`src/rtl/pe_alu_xbar_if.sv`:
```
// pe_alu_xbar_if: configuration scan chain and datapath ports of one CGRA processing-element tile
interface pe_alu_xbar_if #(
    parameter int SIZE = 32
);
    logic            cfg_en;
    logic            cfg_in;
    logic            cfg_out;
    logic [SIZE-1:0] in0;
    logic [SIZE-1:0] in1;
    logic [SIZE-1:0] in2;
    logic [SIZE-1:0] xbar_out2;
    logic [SIZE-1:0] xbar_out3;
    logic [SIZE-1:0] out0;

    modport master (
        output cfg_en, cfg_in, in0, in1, in2,
        input  cfg_out, xbar_out2, xbar_out3, out0
    );

    modport slave (
        input  cfg_en, cfg_in, in0, in1, in2,
        output cfg_out, xbar_out2, xbar_out3, out0
    );
endinterface

```
`src/rtl/pe_alu_xbar.sv`:
```
// pe_alu_xbar: CGRA tile with serially configured 4x4 crossbar, registered ALU and 2x1 output switch.
// Define PE_MUL_EN to build the opcode-2 multiplier; without it opcode 2 returns zero.
module pe_alu_xbar #(
    parameter int SIZE = 32
) (
    input logic          clk,
    input logic          reset,
    pe_alu_xbar_if.slave bus
);
    localparam int SW = $clog2(SIZE);

    logic [12:0]     cfg_q, cfg_d;
    logic [SIZE-1:0] alu_q, alu_d;
    logic [SIZE-1:0] srcs [4];
    logic [SIZE-1:0] op_a, op_b, res;
    logic [3:0]      opcode;
    logic [SW-1:0]   shamt;

    assign srcs[0] = bus.in0;
    assign srcs[1] = bus.in1;
    assign srcs[2] = bus.in2;
    assign srcs[3] = alu_q;
    assign opcode  = cfg_q[12:9];
    assign op_a    = srcs[cfg_q[1:0]];
    assign op_b    = srcs[cfg_q[3:2]];
    assign shamt   = op_b[SW-1:0];

    assign bus.xbar_out2 = srcs[cfg_q[5:4]];
    assign bus.xbar_out3 = srcs[cfg_q[7:6]];
    assign bus.out0      = cfg_q[8] ? bus.in2 : alu_q;
    assign bus.cfg_out   = cfg_q[12];

    // ALU result for the current opcode and crossbar-selected operands
    always_comb begin
        res = '0;
        case (opcode)
            4'd0:  res = op_a + op_b;
            4'd1:  res = op_a - op_b;
`ifdef PE_MUL_EN
            4'd2:  res = op_a * op_b;
`else
            4'd2:  res = '0;
`endif
            4'd3:  res = op_a & op_b;
            4'd4:  res = op_a | op_b;
            4'd5:  res = op_a ^ op_b;
            4'd6:  res = op_a << shamt;
            4'd7:  res = op_a >> shamt;
            4'd8:  res = $signed(op_a) >>> shamt;
            4'd9:  res = {{(SIZE-1){1'b0}}, op_a == op_b};
            4'd10: res = {{(SIZE-1){1'b0}}, $signed(op_a) < $signed(op_b)};
            4'd11: res = {{(SIZE-1){1'b0}}, op_a < op_b};
            4'd12: res = op_a;
            4'd13: res = op_b;
            4'd14: res = ($signed(op_a) < $signed(op_b)) ? op_a : op_b;
            default: res = '0;
        endcase
    end

    // shift configuration while loading; the ALU register freezes during a load
    always_comb begin
        cfg_d = bus.cfg_en ? {cfg_q[11:0], bus.cfg_in} : cfg_q;
        alu_d = bus.cfg_en ? alu_q : res;
    end

    // state registers; reset discards any partial configuration
    always_ff @(posedge clk or negedge reset) begin
        if (!reset) begin
            cfg_q <= '0;
            alu_q <= '0;
        end else begin
            cfg_q <= cfg_d;
            alu_q <= alu_d;
        end
    end
endmodule

```
`src/flat_wrapper.sv`:
```
// flat-port wrapper written by rule: the top's interface ports become plain ports
module pe_alu_xbar_flat 
#(
    parameter int SIZE = 32
)
  (clk, reset, bus_cfg_en, bus_cfg_in, bus_in0, bus_in1, bus_in2, bus_cfg_out, bus_xbar_out2, bus_xbar_out3, bus_out0);
  pe_alu_xbar_if #(.SIZE(SIZE)) bus_i ();
  input logic clk;
  input logic reset;
  input wire logic [$bits(bus_i.cfg_en)-1:0] bus_cfg_en;
  input wire logic [$bits(bus_i.cfg_in)-1:0] bus_cfg_in;
  input wire logic [$bits(bus_i.in0)-1:0] bus_in0;
  input wire logic [$bits(bus_i.in1)-1:0] bus_in1;
  input wire logic [$bits(bus_i.in2)-1:0] bus_in2;
  output wire logic [$bits(bus_i.cfg_out)-1:0] bus_cfg_out;
  output wire logic [$bits(bus_i.xbar_out2)-1:0] bus_xbar_out2;
  output wire logic [$bits(bus_i.xbar_out3)-1:0] bus_xbar_out3;
  output wire logic [$bits(bus_i.out0)-1:0] bus_out0;
  assign bus_i.cfg_en = bus_cfg_en;
  assign bus_i.cfg_in = bus_cfg_in;
  assign bus_i.in0 = bus_in0;
  assign bus_i.in1 = bus_in1;
  assign bus_i.in2 = bus_in2;
  assign bus_cfg_out = bus_i.cfg_out;
  assign bus_xbar_out2 = bus_i.xbar_out2;
  assign bus_xbar_out3 = bus_i.xbar_out3;
  assign bus_out0 = bus_i.out0;
  pe_alu_xbar #(.SIZE(SIZE)) u_core (.clk(clk), .reset(reset), .bus(bus_i));
endmodule
```
`config.mk`:
```
export PLATFORM = sky130hd
export DESIGN_NAME = pe_alu_xbar_flat
export DESIGN_NICKNAME = d
export VERILOG_FILES = /design/src/rtl/pe_alu_xbar_if.sv /design/src/rtl/pe_alu_xbar.sv /design/src/flat_wrapper.sv
export SDC_FILE = /design/constraint.sdc
export NUM_CORES = 1
export LEC_CHECK = 0
export BUFFER_PORTS_ARGS = -buffer_cell sky130_fd_sc_hd__buf_2
export CAP_MARGIN = 20
export CELL_PAD_IN_SITES_DETAIL_PLACEMENT = 2
export CELL_PAD_IN_SITES_GLOBAL_PLACEMENT = 2
export CORE_MARGIN = 2
export CORE_UTILIZATION = 36
export CTS_CLUSTER_DIAMETER = 30
export DETAILED_ROUTE_END_ITERATION = 16
export PLACE_DENSITY_LB_ADDON = 0.1
export SLEW_MARGIN = 15
export SYNTH_ARGS = -nofsm -noshare
export SYNTH_HDL_FRONTEND = slang
export SYNTH_SLANG_ARGS = --single-unit
export TNS_END_PERCENT = 100
```
`constraint.sdc`:
```
create_clock -name clk -period 5.7 [get_ports clk]
set_input_delay 0.285 -clock clk [delete_from_list [all_inputs] [get_ports clk]]
set_output_delay 0.285 -clock clk [all_outputs]
set_load 0.01 [all_outputs]
```
==> flow_results.org <==
** Clocking
- Number of buffers created by CTS :: 5
- Clock tree from TritonCTS :: done
- Clk root buf :: sky130_fd_sc_hd__clkbuf_16
- Worst skew pair latency :: 340 ps
- Buffers inserted to repair hold after CTS numbered 0.
- Buffers added to address setup during post-CTS repair amount to 0.
- Maximum clock insertion buffer count :: 2
- Clock-pin slew was measured on the worst setup and hold paths at 80 ps.
- Once the clock tree was built, the resizer swapped 0 gates to a different size.
- In this run the number of H-tree levels came out at 2.
- Clock net sink count :: 45

** STA
- For the pin with the worst max-slew slack, the measured transition is 1236 ps.
- Max Fclk :: 0.1854 GHz
- Setup TNS :: 0 ps
- Setup violations remaining at the end of the flow were counted as 0.
- Across the routed clock network, the largest skew measured is 8.003 ps.
- Final-report max-slew violation count :: 0
- Tightest slew margin relative to the limit :: 17.41%
- Min Clock Period, post-route :: 5395 ps
- The final hold violation count came to 0.
- Setup repair after global routing left no endpoint under its margin.
- Setup slack after layout :: 305.0 ps
- Period utilization :: 94.65%

** Critical path
- Delay-heaviest family, CP :: compound AO/OA/AOI/OAI gates
- For flop-to-flop paths, the worst setup slack is 310 ps.
- The signal on the critical path passes through buf_4 -> mux2i_1 -> mux2_4 -> buf_4 -> inv_1 -> fa_1 -> nor2_1 -> o311a_1 -> o211ai_1 -> and3_1 -> o21ai_1 -> a41oi_1 -> nor4b_1 -> mux2_2 -> a41oi_1.
- Type of element launching the critical path :: flop
- The largest single stage delay on the critical path is 590 ps.
- The endpoint identified for the worst register-to-register timing path is u_core.alu_q[30]$_DFFE_PN0N_.
- Among all stages on the critical path, the largest delay is contributed by sky130_fd_sc_hd__o21ai_1.
- STA puts the critical path data required time at 5960 ps.
- The worst setup path is of the reg2reg kind.
- Count of buffering cells on the critical path with inverters included :: 3
- R2R depth :: 15
- Startpoint of the worst setup timing path :: u_core.cfg_q[3]$_DFFE_PN0P_
- Max Fanout on Critical Path :: 36
- In this run the critical register-to-register path is launched from u_core.cfg_q[3]$_DFFE_PN0P_.
- Critical Path End Type :: flop
- At the worst endpoint, the arrival time is 5650 ps.

** Power
- Static leakage :: 6.926 nW
- Switching power share of the total :: 62.55%
- The worst-case IR drop observed on VDD is 0.2927 mV.
- Per report_power, the clock group accounts for 3.8% of the total.
- The internal portion of the total power is 0.004008 W.
- Part of the power in registers :: 7.1%
- In this run the power density over the cells is 643.6 mW/mm2.
- In this run the power spent charging and discharging nets is 0.006694 W.
- Of the total power, combinational logic draws 89.1%.

** Die
- The total area inside the core boundary comes to 0.04074 mm2.
- Row generation in the floorplan step produced 74 rows.
- The die covers 0.04274 mm2.
- Effective utilization at floorplan :: 36.32%
- Count of pins on the block boundary :: 197
- From bottom edge to top edge, the die measures 206.7 um.
- From left edge to right edge, the die measures 206.7 um.

** Outcome
- Status :: complete, no violations

** Placed design
- Count of buffers from port buffering :: 196
- Worst setup slack before clock tree synthesis :: 516.1 ps
- The congestion estimate from routability-driven global placement came to 1.006.
- HPWL Detailed :: 69490 um

** Layout
- Synthesis-to-finish area growth :: 12.38%
- The filler cells instantiated in the layout total 4771.
- Share of final-layout standard cells stronger than drive strength 1 :: 24.76%
- Final-stage net count :: 2166
- Diode count :: 0

** Global routing
- Total global routing overflow :: 0
- First-pass GRT wire length :: 126700 um
- Global routing used 40.52% of the available tracks.
- Entering global routing, the biggest net connects 62 pins.
- The number of global-route vias before repair came to 18210.
- The initial antenna violation count is 2.

** Synthesis
- Counting flops and latches in the post-synthesis netlist gives 45.
- Number of different library cells in the post-synthesis netlist :: 78
- The commonest cells after synthesis are 167 x sky130_fd_sc_hd__nand2_1, 151 x sky130_fd_sc_hd__nor2_1, 148 x sky130_fd_sc_hd__mux2i_1.
- Post-synthesis cell count :: 1849
- Summed over its instances, the top area cell type makes up 19.03% of the synthesized netlist area.
- Prevailing post-synth register cell :: sky130_fd_sc_hd__dfrtp_1
- Yosys instantiated no cell more often than sky130_fd_sc_hd__nand2_1.
- In this run the mean area of a mapped cell was 8.003 um2.
- Async S/R FF share, synth :: 100.0%
- Net Count, Synth :: 2049
- Mapped cell area :: 0.01480 mm2
- Proportion of synthesized chip area in sequential cells :: 7.610%
- Of all cell types, the one taking the most synthesized area is sky130_fd_sc_hd__mux4_2.
- Top area cells in the synthesized netlist :: sky130_fd_sc_hd__mux4_2 19%, sky130_fd_sc_hd__mux2i_1 10%, sky130_fd_sc_hd__ha_1 8.3%
- Number of warnings printed during yosys synthesis :: 0
- Number of flops mapped to enable cells by yosys :: 0

** Detailed routing
- Post-detailed-route via-to-cell ratio :: 6.983
- After detailed routing, the total wire length is 87540 um.
- The first TritonRoute pass finished after 5 iterations.
- Number of DRC violations after detailed routing :: 0
- First-iteration detailed-routing DRC count :: 1640
- Across all layers, the routed design uses 17450 vias.
- Routed len/inst :: 35.03 um
- In this run the remaining antenna-violating nets after routing total 0.

** Run
- Max-cap violations in this run came to 0.

** Hold path
- Hold WC Path Type :: in2async
-- per-stage QoR --
stage	total power, W	hold slack [ps]	instances	cell area, um2	utilization, %
after global placement	0.009833	482.2	2491	16450	40.38
after global routing	0.01124	157.5	2499	16630	40.82
after floorplan	0.006440	-10.59	1849	14800	-
after CTS	0.01048	140.5	2499	16630	40.82
final	0.01070	111.4	2499	16630	40.82
after detailed placement	0.01001	515.1	2491	16450	40.38
-- how the worst max path moves through the flow --
stage	endpoint	slack, ps	depth (start not counted)
after floorplan	u_core.alu_q[27]$_DFFE_PN0N_	1190	18
after global placement	u_core.alu_q[3]$_DFFE_PN0N_	690	14
after detailed placement	u_core.alu_q[30]$_DFFE_PN0N_	520	15
after CTS	u_core.alu_q[30]$_DFFE_PN0N_	480	15
after global routing	u_core.alu_q[5]$_DFFE_PN0N_	120	13
final	u_core.alu_q[30]$_DFFE_PN0N_	310	15
-- flip-flops by register name (all words and copies together) (netlist names) --
register and count:
u_core.cfg_q 13, u_core.alu_q 32
-- cell usage in the layout (no fill, tap or decap), types with 22 or more instances in the layout --
cell type,count
sky130_fd_sc_hd__nand3_1,45
sky130_fd_sc_hd__ha_1,98
sky130_fd_sc_hd__o21ai_0,99
sky130_fd_sc_hd__o211ai_1,32
sky130_fd_sc_hd__dfrtp_1,41
sky130_fd_sc_hd__a211oi_1,33
sky130_fd_sc_hd__buf_2,196
sky130_fd_sc_hd__o21bai_1,22
sky130_fd_sc_hd__a21oi_1,143
sky130_fd_sc_hd__a221oi_1,34
sky130_fd_sc_hd__mux4_2,124
sky130_fd_sc_hd__buf_4,76
sky130_fd_sc_hd__nor3_1,39
sky130_fd_sc_hd__nor2_1,149
sky130_fd_sc_hd__mux2i_1,147
sky130_fd_sc_hd__mux2_2,56
sky130_fd_sc_hd__inv_1,100
sky130_fd_sc_hd__a22oi_1,32
sky130_fd_sc_hd__nand2_1,167
-- routing by layer --
layer  share of wire (%)  up-vias  wire, um  GRT usage, %
met5               0.013        -        11             0
met3                 6.4      285      5611         5.495
met2                  47      889     40970         66.04
met1                  39     8920     33830         49.44
met4                 8.1        2      7111         28.65
li1                    -     7354         -             -
-- power groups by stage --
| stage | Combinational (W) | Sequential, W | Clock [W] |
|---|---|---|---|
| 3_3_place_gp | 0.00910 | 0.000730 | 0 |
| 5_1_grt | 0.0101 | 0.000770 | 0.000416 |
| 6_report | 0.00954 | 0.000759 | 0.000404 |
| 4_1_cts | 0.00932 | 0.000745 | 0.000412 |
| 2_1_floorplan | 0.00590 | 0.000538 | 0 |
| 3_5_place_dp | 0.00926 | 0.000750 | 0 |
-- cell type report --
class	count	area [um2]	share of cell area (%)
timing repair buffer	274	1592	9.571
clock buffer	6	138.9	0.8352
inverter	104	390.4	2.348
sequential	45	1131	6.802
clock inverter	2	37.54	0.2257
multi-input combinational	1536	12670	76.22
tap	532	665.6	4.003
-- worst register-to-register path, delay by kind of cell, from the launching register on --
kind | cells | cell delay, ps
compound gates | 5 | 1650
flops | 1 | 420
simple gates | 3 | 940
buf+inv | 3 | 970
fa+ha+maj | 1 | 460
mux | 3 | 890
-- cell families (layout without fill, tap and decap cells) --
| logic type | Yosys count | after routing | synth area share (%) |
|---|---|---|---|
| xor+xnor | 19 | 19 | 1.125 |
| flops | 45 | 45 | 7.610 |
| buf+inv | 268 | 386 | 7.365 |
| mux | 333 | 333 | 33.60 |
| simple gates | 512 | 512 | 15.82 |
| fa+ha+maj | 100 | 100 | 8.557 |
| compound gates | 572 | 572 | 25.92 |
No activity file was read; power rests on OpenSTA's default activity.
